--- src/rtl/adc_pkg.sv ---
// Shared constants, FSM state type and channel-selection helper for the ADC scan controller.
package adc_pkg;

  localparam int FRAME_BITS     = 16;
  localparam int ADDR_POS_ADD2  = 3;
  localparam int DATA_FIRST_POS = 5;
  localparam int CH_W           = 3;
  localparam int CH_N           = 1 << CH_W;

  typedef enum logic [1:0] {IDLE, START, SHIFT} state_t;

  // Next enabled channel strictly above cur, wrapping; returns cur when it is the only one set.
  function automatic logic [CH_W-1:0] next_ch(input logic [CH_N-1:0] mask,
                                              input logic [CH_W-1:0] cur);
    logic [CH_W-1:0] r;
    logic [CH_W-1:0] c;
    r = cur;
    for (int i = CH_N - 1; i >= 1; i--) begin
      c = cur + CH_W'(i);
      if (mask[c]) r = c;
    end
    return r;
  endfunction

endpackage

--- src/rtl/adc_sclk_gen.sv ---
// SCLK generator: CLK_DIV-cycle half periods, idles high, one-cycle strobes marking each edge.
module adc_sclk_gen #(
  parameter int CLK_DIV = 25
) (
  input  logic int_clk,
  input  logic rst,
  input  logic en,
  output logic sclk,
  output logic fall_pulse,
  output logic rise_pulse
);

  localparam int CNT_W = $clog2(CLK_DIV);

  logic [CNT_W-1:0] cnt;
  logic             half_done;

  assign half_done = (cnt == CNT_W'(CLK_DIV - 1));

  // Strobes are registered alongside sclk so they mark the cycle in which the new level appears.
  always_ff @(posedge int_clk or posedge rst) begin
    if (rst) begin
      cnt        <= '0;
      sclk       <= 1'b1;
      fall_pulse <= 1'b0;
      rise_pulse <= 1'b0;
    end else begin
      fall_pulse <= 1'b0;
      rise_pulse <= 1'b0;
      if (!en) begin
        cnt  <= '0;
        sclk <= 1'b1;
      end else if (half_done) begin
        cnt        <= '0;
        sclk       <= ~sclk;
        fall_pulse <= sclk;
        rise_pulse <= ~sclk;
      end else begin
        cnt <= cnt + 1'b1;
      end
    end
  end

endmodule

--- src/rtl/adc_scan_controller.sv ---
// Round-robin scan of an 8-channel serial ADC; publishes each result with its channel and threshold flag.
module adc_scan_controller
  import adc_pkg::*;
#(
  parameter int CLK_DIV = 25,
  parameter int NUM_CH  = 8,
  parameter int DATA_W  = 12
) (
  input  logic              int_clk,
  input  logic              rst,
  input  logic              enable,
  input  logic [NUM_CH-1:0] ch_mask,
  input  logic [DATA_W-1:0] threshold,
  input  logic              dout,
  output logic              cs,
  output logic              sclk,
  output logic              din,
  output logic [DATA_W-1:0] sample_data,
  output logic [CH_W-1:0]   sample_ch,
  output logic              sample_valid,
  output logic [NUM_CH-1:0] digital_bits
);

  localparam int BC_W = $clog2(FRAME_BITS + 1);

  state_t            state, state_nxt;
  logic              fall_pulse, rise_pulse;
  logic              run_req, frame_end, capture, thr_load, din_bit;
  logic [BC_W-1:0]   bit_cnt;
  logic [CH_W-1:0]   addr, prev_ch;
  logic              first_frame;
  logic              dout_p0, dout_p1;
  logic [DATA_W-1:0] shreg, thr_q, word;

  adc_sclk_gen #(.CLK_DIV(CLK_DIV)) u_sclk_gen (
    .int_clk    (int_clk),
    .rst        (rst),
    .en         (state != IDLE),
    .sclk       (sclk),
    .fall_pulse (fall_pulse),
    .rise_pulse (rise_pulse)
  );

  assign run_req   = enable && (ch_mask != '0);
  assign frame_end = (state == SHIFT) && rise_pulse && (bit_cnt == BC_W'(FRAME_BITS));
  assign capture   = (state != IDLE) && rise_pulse && (bit_cnt >= BC_W'(DATA_FIRST_POS));
  assign thr_load  = run_req && ((state == IDLE) || frame_end);
  assign word      = {shreg[DATA_W-2:0], dout_p1};

  always_ff @(posedge int_clk or posedge rst) begin
    if (rst) state <= IDLE;
    else     state <= state_nxt;
  end

  always_comb begin
    state_nxt = state;
    cs        = 1'b1;
    case (state)
      IDLE:  if (run_req) state_nxt = START;
      START: begin
        cs = 1'b0;
        if (fall_pulse) state_nxt = SHIFT;
      end
      SHIFT: begin
        cs = 1'b0;
        if (frame_end && !run_req) state_nxt = IDLE;
      end
      default: state_nxt = IDLE;
    endcase
  end

  // bit_cnt holds the number of falling edges already seen, so the upcoming edge is bit_cnt+1.
  always_comb begin
    din_bit = 1'b0;
    case (bit_cnt)
      BC_W'(ADDR_POS_ADD2 - 1): din_bit = addr[2];
      BC_W'(ADDR_POS_ADD2):     din_bit = addr[1];
      BC_W'(ADDR_POS_ADD2 + 1): din_bit = addr[0];
      default:                  din_bit = 1'b0;
    endcase
  end

  // Result read in a frame belongs to the address sent in the previous frame (prev_ch).
  always_ff @(posedge int_clk or posedge rst) begin
    if (rst) begin
      dout_p0      <= 1'b0;
      dout_p1      <= 1'b0;
      din          <= 1'b0;
      bit_cnt      <= '0;
      addr         <= '0;
      prev_ch      <= '0;
      first_frame  <= 1'b1;
      sample_valid <= 1'b0;
      sample_ch    <= '0;
      sample_data  <= '0;
      digital_bits <= '0;
    end else begin
      dout_p0      <= dout;
      dout_p1      <= dout_p0;
      sample_valid <= 1'b0;
      if (state == IDLE) begin
        bit_cnt <= '0;
        din     <= 1'b0;
        if (run_req) begin
          addr        <= next_ch(ch_mask, {CH_W{1'b1}});
          first_frame <= 1'b1;
        end
      end else begin
        if (fall_pulse) begin
          bit_cnt <= bit_cnt + 1'b1;
          din     <= din_bit;
        end
        if (frame_end) begin
          if (!first_frame) begin
            sample_valid          <= 1'b1;
            sample_data           <= word;
            sample_ch             <= prev_ch;
            digital_bits[prev_ch] <= (word > thr_q);
          end
          prev_ch     <= addr;
          first_frame <= 1'b0;
          bit_cnt     <= '0;
          if (run_req) addr <= next_ch(ch_mask, addr);
        end
      end
    end
  end

  always_ff @(posedge int_clk) begin
    if (capture)  shreg <= {shreg[DATA_W-2:0], dout_p1};
    if (thr_load) thr_q <= threshold;
  end

endmodule

--- config.mk ---
export PLATFORM = sky130hd
export DESIGN_NAME = adc_scan_controller
export DESIGN_NICKNAME = d
export VERILOG_FILES = /design/src/rtl/adc_pkg.sv /design/src/rtl/adc_sclk_gen.sv /design/src/rtl/adc_scan_controller.sv
export SDC_FILE = /design/constraint.sdc
export NUM_CORES = 1
export LEC_CHECK = 0
export ABC_AREA = 1
export CORE_MARGIN = 5
export CORE_UTILIZATION = 40
export DETAILED_ROUTE_END_ITERATION = 6
export PLACE_DENSITY_LB_ADDON = 0.2
export SYNTH_ARGS = -nofsm -noshare
export SYNTH_HDL_FRONTEND = slang
export SYNTH_SLANG_ARGS = --single-unit
--- constraint.sdc ---
create_clock -name int_clk -period 4.45 [get_ports int_clk]
set_input_delay 0.89 -clock int_clk [delete_from_list [all_inputs] [get_ports int_clk]]
set_output_delay 0.89 -clock int_clk [all_outputs]
set_load 0.02 [all_outputs]
* Yosys cells after proc, flatten, opt, wreduce, memory -nomap -nowiden
Index checks and enable logic that the tools add are counted.
** Cells by class
- Add/sub/neg operators :: 9
- $lt $le $gt $ge :: 11
- Equality and inequality tests :: 12
- Multiplexer cells :: 60
- Bitwise gates (word level) :: 3
- Reductions and logical operators :: 23
** Operator list (count)
- 3-bit 2-to-1 mux :: 17
- 3-bit by 4-bit less-than comparator with 1-bit output, second input constant :: 8
- 5-bit 2-to-1 mux :: 5
- 1-bit 2-to-1 mux :: 24
- 1-bit binary-select mux with 3-bit select :: 7
- 8-bit nonzero test :: 2
- 3-bit adder, second input constant :: 4
- 12-bit greater-than comparator :: 1
- 5-bit by 1-bit adder with 5-bit output, second input constant :: 2
- 5-bit by 2-bit == test with 1-bit output, second input constant :: 2
- 5-bit == test, second input constant :: 2
- 8-bit bitwise mux :: 1
- 1-bit logical AND :: 8
- 3-bit by 2-bit adder with 3-bit output, second input constant :: 2
- 2-bit 2-to-1 mux :: 3
- 2-bit inequality test, second input constant :: 3
- 2-bit case mux with 3 select lines :: 1
- 3-bit AND reduction :: 2
- 2-bit nonzero test :: 3
- 5-bit by 3-bit == test with 1-bit output, second input constant :: 1
- 5-bit by 3-bit >= comparator with 1-bit output, second input constant :: 1
- 2-bit by 1-bit inequality test with 1-bit output, second input constant :: 2
- 2-bit AND reduction :: 2
- 4-bit AND reduction :: 1
- 12 further kinds :: 14
** Storage, ports and cells
- Register bits :: 72
- Word-level logic and storage cells :: 136

* Depth between registers and ports, before layout
Gate-level depths: netlist of run 1.
- Depth in word-level cells :: 13
- Mapped depth :: 15
- Mapped depth without buffers :: 14

* Cells and area by module
Synthesis of run 1 repeated with hierarchy kept, for this count alone.
** Unflattened totals
- Cells, all modules :: 451
- Area, all modules :: 3901.2 µm²
** Modules (own cells, without submodules)
- adc_scan_controller :: times used 1, cells each 409, area an instance 3537.1 µm², sequential area each 1717.9 µm²
- adc_sclk_gen :: times used 1, cells each 42, area an instance 364.1 µm², sequential area each 201.4 µm²

* Worst setup path after synthesis of run 1
No wires, ideal clock.
- Path kind :: input-to-reg
- Start point :: input ch_mask[3]
- End point :: register addr[1]
- Data arrival time :: 2.209 ns
- Required time :: 4.329 ns
- Path slack :: 2.119 ns
- Stages :: 8
- Path buffers :: 0
- Cell sequence :: or2_1 -> nor3_1 -> nand3_1 -> nand2_1 -> nor2_1 -> nand3_1 -> nor2_1 -> a21oi_2
** Between the ends
- Longest elaborated chain between the ends :: 11
- Elaborated cells between the ends (all ways) :: 34
** RTL lines
- start: declaration :: RTL line adc_scan_controller.sv:12 : input logic [NUM_CH-1:0] ch_mask,
- 1-bit binary-select mux with 3-bit select :: RTL line adc_pkg.sv:20 : if (mask[c]) r = c;
- 1-bit 2-to-1 mux (implied by the code) :: RTL line adc_pkg.sv:20
- 3-bit 2-to-1 mux (6 in series) :: RTL line adc_pkg.sv:20
- 3-bit 2-to-1 mux :: RTL line adc_scan_controller.sv:123 : if (run_req) addr <= next_ch(ch_mask, addr);
- 3-bit 2-to-1 mux :: RTL line adc_scan_controller.sv:113 : if (frame_end) begin
- 3-bit 2-to-1 mux :: RTL line adc_scan_controller.sv:101 : if (state == IDLE) begin
- end signal: assignment :: RTL line adc_scan_controller.sv:105 : addr <= next_ch(ch_mask, {CH_W{1'b1}});
- end signal: assignment :: RTL line adc_scan_controller.sv:123
- end: declaration :: RTL line adc_scan_controller.sv:30 : logic [CH_W-1:0] addr, prev_ch;
Several ways; a longest one is shown, not always the timed one. The select of a mux whose other input is x is not followed.
A chain may end at the register's enable or synchronous reset.

* Worst setup path after layout of run 1
Ends and elaborated chain as after synthesis.

==> results of run 1 <==
-- area by class of cell --
type	instances	share of cell area
Timing Repair Buffer	51	0.108
Multi-Input combinational cell	317	0.358
Inverter	60	0.0481
Sequential cell	72	0.410
Tap cell	129	0.0345
Clock inverter	6	0.00882
Clock buffer	10	0.0318
-- cells in the mapped netlist (2+ instances only) --
master / n / area (um2)
nand3_1: 44 / 220
nand4_1: 9 / 56.3
dfstp_2: 2 / 52.6
nor3_1: 4 / 20.0
xnor2_1: 4 / 35.0
and3_1: 2 / 12.5
nand3_2: 2 / 20.0
o21ai_0: 23 / 115
nor2_1: 39 / 146
a21oi_1: 13 / 65.1
inv_2: 10 / 37.5
nand2_1: 128 / 480
inv_1: 49 / 184
dfrtp_1: 47 / 1180
clkbuf_1: 3 / 11.3
buf_2: 3 / 15.0
nand2_2: 6 / 37.5
ha_1: 23 / 288
xor2_1: 5 / 43.8
edfxtp_1: 23 / 691
o2111ai_1: 2 / 17.5
-- flip-flops by register name, summed over array words and instances, names as in the netlist, 2 cells and up --
name            count
addr                3
sample_ch           3
digital_bits        8
state               2
thr_q              12
u_sclk_gen.cnt      5
shreg              11
bit_cnt             5
sample_data        12
prev_ch             3
-- critical path, delay by kind of cell --
kind / cells / cell delay, ns
AOI/OAI and AO/OA: 1 / 0.06
buffers and inverters: 1 / 0.52
and+or+nand+nor: 7 / 1.67
-- cell families after synthesis --
family,count (synthesis),share of synthesized area
AO/OA/AOI/OAI,45,0.0650
XOR/XNOR,10,0.0246
adder cells (fa/ha/maj),23,0.0744
flip-flops,72,0.496
AND/OR/NAND/NOR,239,0.270
buffers and inverters,68,0.0699
-- where the power goes --
group	internal (W)	switching, W	total [W]
Sequential	0.000754	0.0000838	0.000838
Clock	0.000236	0.000245	0.000481
Combinational	0.000391	0.000767	0.00116
-- routing by layer --
layer,GRT usage,part of all wire,vias up
met5,0,0,-
met4,0.0577,0.019,0
met3,0.0221,0.043,11
met2,0.240,0.47,67
met1,0.189,0.47,1413
li1,-,-,1592
-- per-stage QoR --
stage	setup slack (ns)	std cells	hold slack (ns)
after CTS	1.53	645	0.352
after floorplan	2.12	457	0.331
after global placement	1.30	629	0.333
after global routing	1.31	645	0.383
final	1.52	645	0.352
after detailed placement	1.17	629	0.337
-- worst min-delay path by stage --
stage | slack, ns | end | from
floorplan | 0.33 | dout_p1$_DFF_PP0_ | dout_p0$_DFF_PP0_
global placement | 0.33 | dout_p1$_DFF_PP0_ | dout_p0$_DFF_PP0_
detailed placement | 0.34 | dout_p1$_DFF_PP0_ | dout_p0$_DFF_PP0_
CTS | 0.35 | dout_p1$_DFF_PP0_ | dout_p0$_DFF_PP0_
global route | 0.38 | dout_p1$_DFF_PP0_ | dout_p0$_DFF_PP0_
finish | 0.35 | dout_p1$_DFF_PP0_ | dout_p0$_DFF_PP0_
==> flow_summary.yaml, run 1 <==
status:
  status: "complete, no violations"
cts:
  htree_levels: 3
  clk_latency_ns: 0.34
  clk_pin_slew_worst_paths_ns: 0.07
  postCtsHoldBufs: 0
  cts_made_buffers: 9
  clkSinkCount: 72
  cts_tree: "done"
  cts.path.max_buffers: 2
  cts_resized: 0
  clock-root-buffer: "clkbuf_8"
  post-cts-setup-buffers: 0
finish:
  stdcell_area_um2: 4680
  fin_util: 0.502
  area_delta_synth_final_pct: 21.1
  mostFrequentLayoutCells: "nand2_1, clkdlybuf4s50_1, inv_1"
  fillerInstances: 902
  drive_gt1_frac: 0.0833
  final_common_cell: "nand2_1"
  finalNetCount: 558
  multi_input_area_um2: 1680
  n_antenna_cell: 0
  register_area_um2: 1920
synth:
  async_reset_ff_frac: 0.681
  ys_warn_count: 0
  synth_edf_count: 23
  seq_area_frac_synth: 0.496
  synth_nets: 504
  synth_ff_type: "dfrtp_1"
  synth_cells: 457
  syn_area_um2: 3870
  synth_area_per_cell_um2: 8.46
  ys_ff_latch: 72
  yosysUniqueCellTypes: 37
power:
  p_per_area_nw_per_um2: 529
  finalPower_w: 0.00248
  peakVddDrop_uv: 543
  p_leak_nw: 2.21
global_route:
  grt_overflow: 0
  grt_max_degree: 50
  grt_usage: 0.144
  antenna_found_initial: 0
  grt_pass1_wl_mm: 13.4
  first_global_vias: 2890
placement:
  dpl_cell_area_um2: 4490
  dp_hpwl_mm: 6.30
  gp_congestion: 0.883
  port-buffer-count: 50
floorplan:
  die_height_um: 108
  start_util: 0.415
  rows: 35
  coreArea_um2: 9330
  die-area_um2: 11700
  top_level_ports: 51
  die_x_um: 108
sta:
  setup_viol: 0
  hold_viol_final: 0
  maxSlewHeadroom: 0.227
  worstMarginPinSlew_ns: 1.15
  fin_setup_tns_ns: 0
  drv_slew: 0
  rsz0062_at_grt: "false"
  clock_skew_ns: 0.0134
  period_minus_slack_ns: 2.93
  min_period_over_period: 0.658
  fmax_mhz: 341
worst_setup_path:
  reg2reg_depth: 7
  cp_max_fo: 16
  timing.critical_path.from: "ch_mask[3]"
  path_class: "in -> reg"
  path_cells: "clkdlybuf4s50_1, or2_1, nor3_1, nand3_1, nand2_1, nor2_1, nand3_1, nor2_1, a21oi_2"
  start_kind: "input port"
  cp_data_required_time_ns: 4.67
  worstSetupEndpointType: "flip-flop"
  r2r_slack_ns: 1.63
  cp-endpoint: "addr[1]$_DFFE_PP0P_"
  cp_data_arrival_time_ns: 3.15
  slowest_stage: "nor2_1"
  r2r_end: "addr[1]$_DFFE_PP0P_"
  timing.rr.start: "state[0]$_DFFE_PP0P_"
  critPathMaxStageDelay_ns: 0.87
drt:
  drtIter0Drc: 159
  viasPerCell: 4.78
  drtPass1Iterations: 4
  postRouteAntennaNets: 0
  wire_per_inst_um: 12.6
  routed-via-count: 3083
  drc: 0
  routed_wl_mm: 8.10
min_path:
  worstHoldPathCells: 0
  hold_class: "reg -> reg"
job:
  cap_viol_max_count: 0
No activity file was read; power rests on OpenSTA's default activity.
==> inputs of run 2 (changes only) <==
==> constraint.sdc (replaced) <==
create_clock -name int_clk -period 2.9 [get_ports int_clk]
set_input_delay 0.58 -clock int_clk [delete_from_list [all_inputs] [get_ports int_clk]]
set_output_delay 0.58 -clock int_clk [all_outputs]
set_load 0.02 [all_outputs]
==> run 2 against run 1 <==
Combinational power rose by 58%. Clock power grew 89%. Via count grew 0.75%. Non-clock buffer count rose by 4. Global-route usage up 0.48 points. Critical path depth grew 5. Register-to-register slack worse by 1.1 ns. Worst hold slack lost 0.0038 ns. Cell area up 1.7%. Sequential share of layout area down 0.70 points. Critical endpoint is now addr[0]$_DFFE_PP0P_.
==> flow_summary.yaml, run 2 (synthesized netlist as in run 1, its figures left out) <==
global_route:
  grt_usage: 0.149
  grt_overflow: 0
  first_global_vias: 3013
  grt_max_degree: 32
  grt_pass1_wl_mm: 13.9
  antenna_found_initial: 0
cts:
  clk_pin_slew_worst_paths_ns: 0.07
  postCtsHoldBufs: 0
  htree_levels: 3
  post-cts-setup-buffers: 0
  clkSinkCount: 72
  clock-root-buffer: "clkbuf_8"
  clk_latency_ns: 0.34
  cts_tree: "done"
  cts_made_buffers: 9
  cts.path.max_buffers: 2
  cts_resized: 0
sta:
  setup_viol: 0
  worstMarginPinSlew_ns: 0.720
  fmax_mhz: 414
  hold_viol_final: 0
  drv_slew: 0
  min_period_over_period: 0.834
  fin_setup_tns_ns: 0
  maxSlewHeadroom: 0.519
  setup_slack_ns: 0.482
  period_minus_slack_ns: 2.42
  clock_skew_ns: 0.0113
  rsz0062_at_grt: "false"
worst_setup_path:
  reg2reg_depth: 14
  timing.rr.start: "addr[1]$_DFFE_PP0P_"
  r2r_end: "addr[0]$_DFFE_PP0P_"
  cp_data_required_time_ns: 3.13
  r2r_slack_ns: 0.48
  cp_data_arrival_time_ns: 2.64
  start_kind: "flip-flop"
  path_class: "reg -> reg"
  cp_max_fo: 9
  worstSetupEndpointType: "flip-flop"
placement:
  pre_cts_ws_ns: -0.0979
  gp_congestion: 0.901
  port-buffer-count: 50
  dp_hpwl_mm: 6.39
finish:
  n_antenna_cell: 0
  finalNetCount: 562
  fillerInstances: 901
  drive_gt1_frac: 0.0942
  final_common_cell: "nand2_1"
  reg.largest.list: "sample_data: 12 flops, thr_q: 12 flops, shreg: 11 flops"
  mostFrequentLayoutCells: "nand2_1, clkdlybuf4s50_1, inv_1"
  area_delta_synth_final_pct: 23.2
min_path:
  holdCritStartpoint: "dout_p0$_DFF_PP0_"
  worstHoldPathCells: 0
  hold_class: "reg -> reg"
  whs_endpoint: "dout_p1$_DFF_PP0_"
floorplan:
  coreArea_um2: 9330
  rows: 35
  start_util: 0.415
  die_x_um: 108
  die_height_um: 108
  top_level_ports: 51
  die-area_um2: 11700
power:
  p_leak_nw: 2.26
  p_per_area_nw_per_um2: 840
  peakVddDrop_uv: 816
drt:
  wire_per_inst_um: 12.5
  drtPass1Iterations: 4
  viasPerCell: 4.79
  postRouteAntennaNets: 0
  drtIter0Drc: 106
  routed-via-count: 3106
  routed_wl_mm: 8.12
  drc: 0
job:
  cap_viol_max_count: 0
status:
  status: "complete, no violations"
==> run 2: cell count changes in the layout (fill, tap and decap cells not counted), sizes merged <==
| cell | previous run | this run |
|---|---|---|
| buf | 1 | 5 |
| inv | 60 | 59 |
| bufinv | 0 | 2 |
| clkinvlp | 2 | 1 |
==> run 2: how the worst max path moves through the flow <==
stage	from	to	depth (start not counted)
floorplan	state[0]$_DFFE_PP0P_	shreg[0]$_DFFE_PP_	5
global placement	ch_mask[3]	addr[1]$_DFFE_PP0P_	9
detailed placement	ch_mask[3]	addr[1]$_DFFE_PP0P_	9
CTS	bit_cnt[0]$_DFFE_PP0P_	addr[1]$_DFFE_PP0P_	11
global route	addr[1]$_DFFE_PP0P_	addr[0]$_DFFE_PP0P_	14
finish	addr[1]$_DFFE_PP0P_	addr[0]$_DFFE_PP0P_	14
==> run 2: layout make-up <==
type | count | area [um2] | area share
well taps | 129 | 161 | 0.0339
clock buffers | 10 | 149 | 0.0313
multi-input cells | 317 | 1680 | 0.353
inverters | 60 | 225 | 0.0473
repair buffers | 55 | 538 | 0.113
clock inverters | 6 | 90.1 | 0.0189
flip-flops and latches | 72 | 1920 | 0.403
==> run 2: power by group <==
group	switching, W	internal [W]
sequential	0.000107	0.00116
clock	0.000369	0.000538
combinational	0.00121	0.000625
total	0.00168	0.00232
==> run 2: metrics by stage <==
| step | std cells | total power, W | utilization | hold WS [ns] | instance area [um2] |
|---|---|---|---|---|---|
| final | 649 | 0.00400 | 0.511 | 0.348 | 4760 |
| after global routing | 649 | 0.00434 | 0.511 | 0.355 | 4760 |
| after CTS | 649 | 0.00403 | 0.510 | 0.350 | 4760 |
| after detailed placement | 633 | 0.00311 | 0.485 | 0.337 | 4520 |
| after global placement | 633 | 0.00307 | 0.485 | 0.334 | 4520 |
| after floorplan | 457 | 0.00267 | - | 0.331 | 3870 |
==> run 2: per-layer routing <==
metal | global-route usage | part of all wire | up-vias | wire length, um
met5 | 0 | 0 | - | 0
met3 | 0.0191 | 0.046 | 9 | 371
met4 | 0.0631 | 0.015 | 0 | 121
li1 | - | - | 1602 | -
met2 | 0.254 | 0.49 | 65 | 3970
met1 | 0.191 | 0.45 | 1430 | 3660
==> run 2: worst max-delay path, stage by stage, from the launching register on <==
cell and delay (ns):
dfrtp_1 0.58, inv_2 0.16, ha_1 0.39, inv_1 0.17, nand3_1 0.12, nand3_1 0.15
nand2_1 0.10, inv_2 0.09, nand2_1 0.07, nor2_2 0.11, nand2_2 0.09, nand3_1 0.14
nor2_1 0.05, nand2_1 0.06, nand2_1 0.05
==> inputs of run 3 (changes only) <==
==> constraint.sdc (replaced) <==
create_clock -name int_clk -period 2.3 [get_ports int_clk]
set_input_delay 0.46 -clock int_clk [delete_from_list [all_inputs] [get_ports int_clk]]
set_output_delay 0.46 -clock int_clk [all_outputs]
set_load 0.02 [all_outputs]
==> run 3 against run 2 <==
Total power rose by 25%. Routed wire length is 1.8% higher. Critical path depth fell by 10. Worst hold slack improved by 0.0054 ns. Via count increased by 1.5%. Register-to-register slack lost 0.24 ns. Sequential cell count is the same. Critical endpoint is now cs. Largest cell class unchanged.
==> flow_summary.yaml, run 3 (synthesized netlist as in run 1, its figures left out) <==
status:
  status: "complete, no violations"
sta:
  setup_slack_ns: 0.101
  worstMarginPinSlew_ns: 0.797
  min_period_over_period: 0.956
  rsz0062_at_grt: "false"
  clock_skew_ns: 0.00852
  maxSlewHeadroom: 0.463
  fmax_mhz: 455
  period_minus_slack_ns: 2.20
  setup_viol: 0
  drv_slew: 0
  hold_viol_final: 0
  fin_setup_tns_ns: 0
worst_setup_path:
  critPathMaxStageDelay_ns: 0.59
  cp_data_arrival_time_ns: 1.74
  cp_num_buf_inv: 3
  path_class: "reg -> out"
  start_kind: "flip-flop"
  cp_max_fo: 3
  path_cells: "inv_1, ha_1, inv_1, clkdlybuf4s50_1"
  worstSetupEndpointType: "output pin"
  cp_data_required_time_ns: 1.84
  slowest_stage: "clkdlybuf4s50_1"
  cpMostUsedCell: "inv_1"
  crit_family: "buffers and inverters"
power:
  p_sw_w: 0.00217
  p_per_area_nw_per_um2: 1040
  combPwrFrac: 0.481
  pwr-share-clk: 0.206
  p_int_w: 0.00282
  pwr-share-seq: 0.314
  peakVddDrop_uv: 926
  p_leak_nw: 2.27
  swShare: 0.435
  finalPower_w: 0.00499
job:
  cap_viol_max_count: 0
cts:
  cts.path.max_buffers: 2
  post-cts-setup-buffers: 0
  htree_levels: 3
  cts_tree: "done"
  clock-root-buffer: "clkbuf_8"
  clk_latency_ns: 0.34
  cts_made_buffers: 9
  clkSinkCount: 72
  clk_pin_slew_worst_paths_ns: 0.08
  cts_resized: 0
  postCtsHoldBufs: 0
global_route:
  grt_usage: 0.153
  antenna_found_initial: 0
  grt_overflow: 0
  first_global_vias: 3048
  grt_pass1_wl_mm: 14.3
  grt_max_degree: 30
placement:
  dp_cells: 639
  port-buffer-count: 50
  pre_cts_ws_ns: 0.0714
  gp_congestion: 0.853
  dp_hpwl_mm: 6.49
finish:
  fillerInstances: 899
  final_common_cell: "nand2_1"
  area_delta_synth_final_pct: 23.7
  stdcell_count: 655
  reg.largest.list: "sample_data: 12 flops, thr_q: 12 flops, shreg: 11 flops"
  register_area_um2: 1920
  finalNetCount: 568
  n_antenna_cell: 0
  multi_input_area_um2: 1680
  mostFrequentLayoutCells: "nand2_1, clkdlybuf4s50_1, inv_1, dfrtp_1, nand3_1"
  drive_gt1_frac: 0.106
floorplan:
  start_util: 0.415
  rows: 35
  die_height_um: 108
  die-area_um2: 11700
  coreArea_um2: 9330
  top_level_ports: 51
  die_x_um: 108
drt:
  routed-via-count: 3152
  drc: 0
  postRouteAntennaNets: 0
  viasPerCell: 4.81
  routed_wl_mm: 8.26
  drtPass1Iterations: 5
  wire_per_inst_um: 12.6
  drtIter0Drc: 224
min_path:
  hold_class: "reg -> reg"
run 3: cell count changes in the layout (fill, tap and decap cells not counted), moves of 2 or more:
cell / delta
inv_4: +2
inv_6: +3
buf_4: +5
clkinv_4: -2
run 3: worst paths after layout:
kind,to,cells past startpoint,slack [ns],startpoint
worst max-delay path,cs,4,0.10,state[0]$_DFFE_PP0P_
min in group asynchronous,sample_data[11]$_DFFE_PP0P_,2,0.45,rst
worst min register to register,dout_p1$_DFF_PP0_,0,0.35,dout_p0$_DFF_PP0_
worst max register to register,digital_bits[6]$_DFFE_PP0P_,6,0.24,shreg[9]$_DFFE_PP_
worst min-delay path,dout_p1$_DFF_PP0_,0,0.35,dout_p0$_DFF_PP0_
max in group asynchronous,u_sclk_gen.sclk$_DFFE_PP1P_,3,1.27,rst
run 3: layout make-up:
cell class / instances / area share
timing repair buffer: 61 / 0.124
clock inverter: 7 / 0.0162
inverter: 60 / 0.0476
multi-input combinational: 317 / 0.351
tap: 129 / 0.0337
sequential: 72 / 0.401
clock buffer: 9 / 0.0259
run 3: layer usage:
| layer | routed length, um | vias up | global-route usage |
|---|---|---|---|
| met1 | 3860 | 1468 | 0.203 |
| met4 | 82 | 0 | 0.0613 |
| met3 | 411 | 5 | 0.0227 |
| li1 | - | 1613 | - |
| met5 | 0 | - | 0 |
| met2 | 3910 | 66 | 0.253 |
run 3: metrics by stage:
| step | hold slack (ns) | util | area (um2) |
|---|---|---|---|
| after floorplan | 0.331 | - | 3870 |
| after global placement | 0.332 | 0.491 | 4580 |
| after detailed placement | 0.337 | 0.491 | 4580 |
| after CTS | 0.353 | 0.513 | 4780 |
| after global routing | 0.378 | 0.513 | 4790 |
| final | 0.353 | 0.513 | 4790 |
run 3: power by group through the flow:
stage | Sequential [W] | Clock, W | Combinational (W)
4_1_cts | 0.00156 | 0.00105 | 0.00239
2_1_floorplan | 0.00156 | 0 | 0.00181
6_report | 0.00157 | 0.00103 | 0.00240
5_1_grt | 0.00158 | 0.00111 | 0.00276
3_3_place_gp | 0.00158 | 0 | 0.00233
3_5_place_dp | 0.00159 | 0 | 0.00238
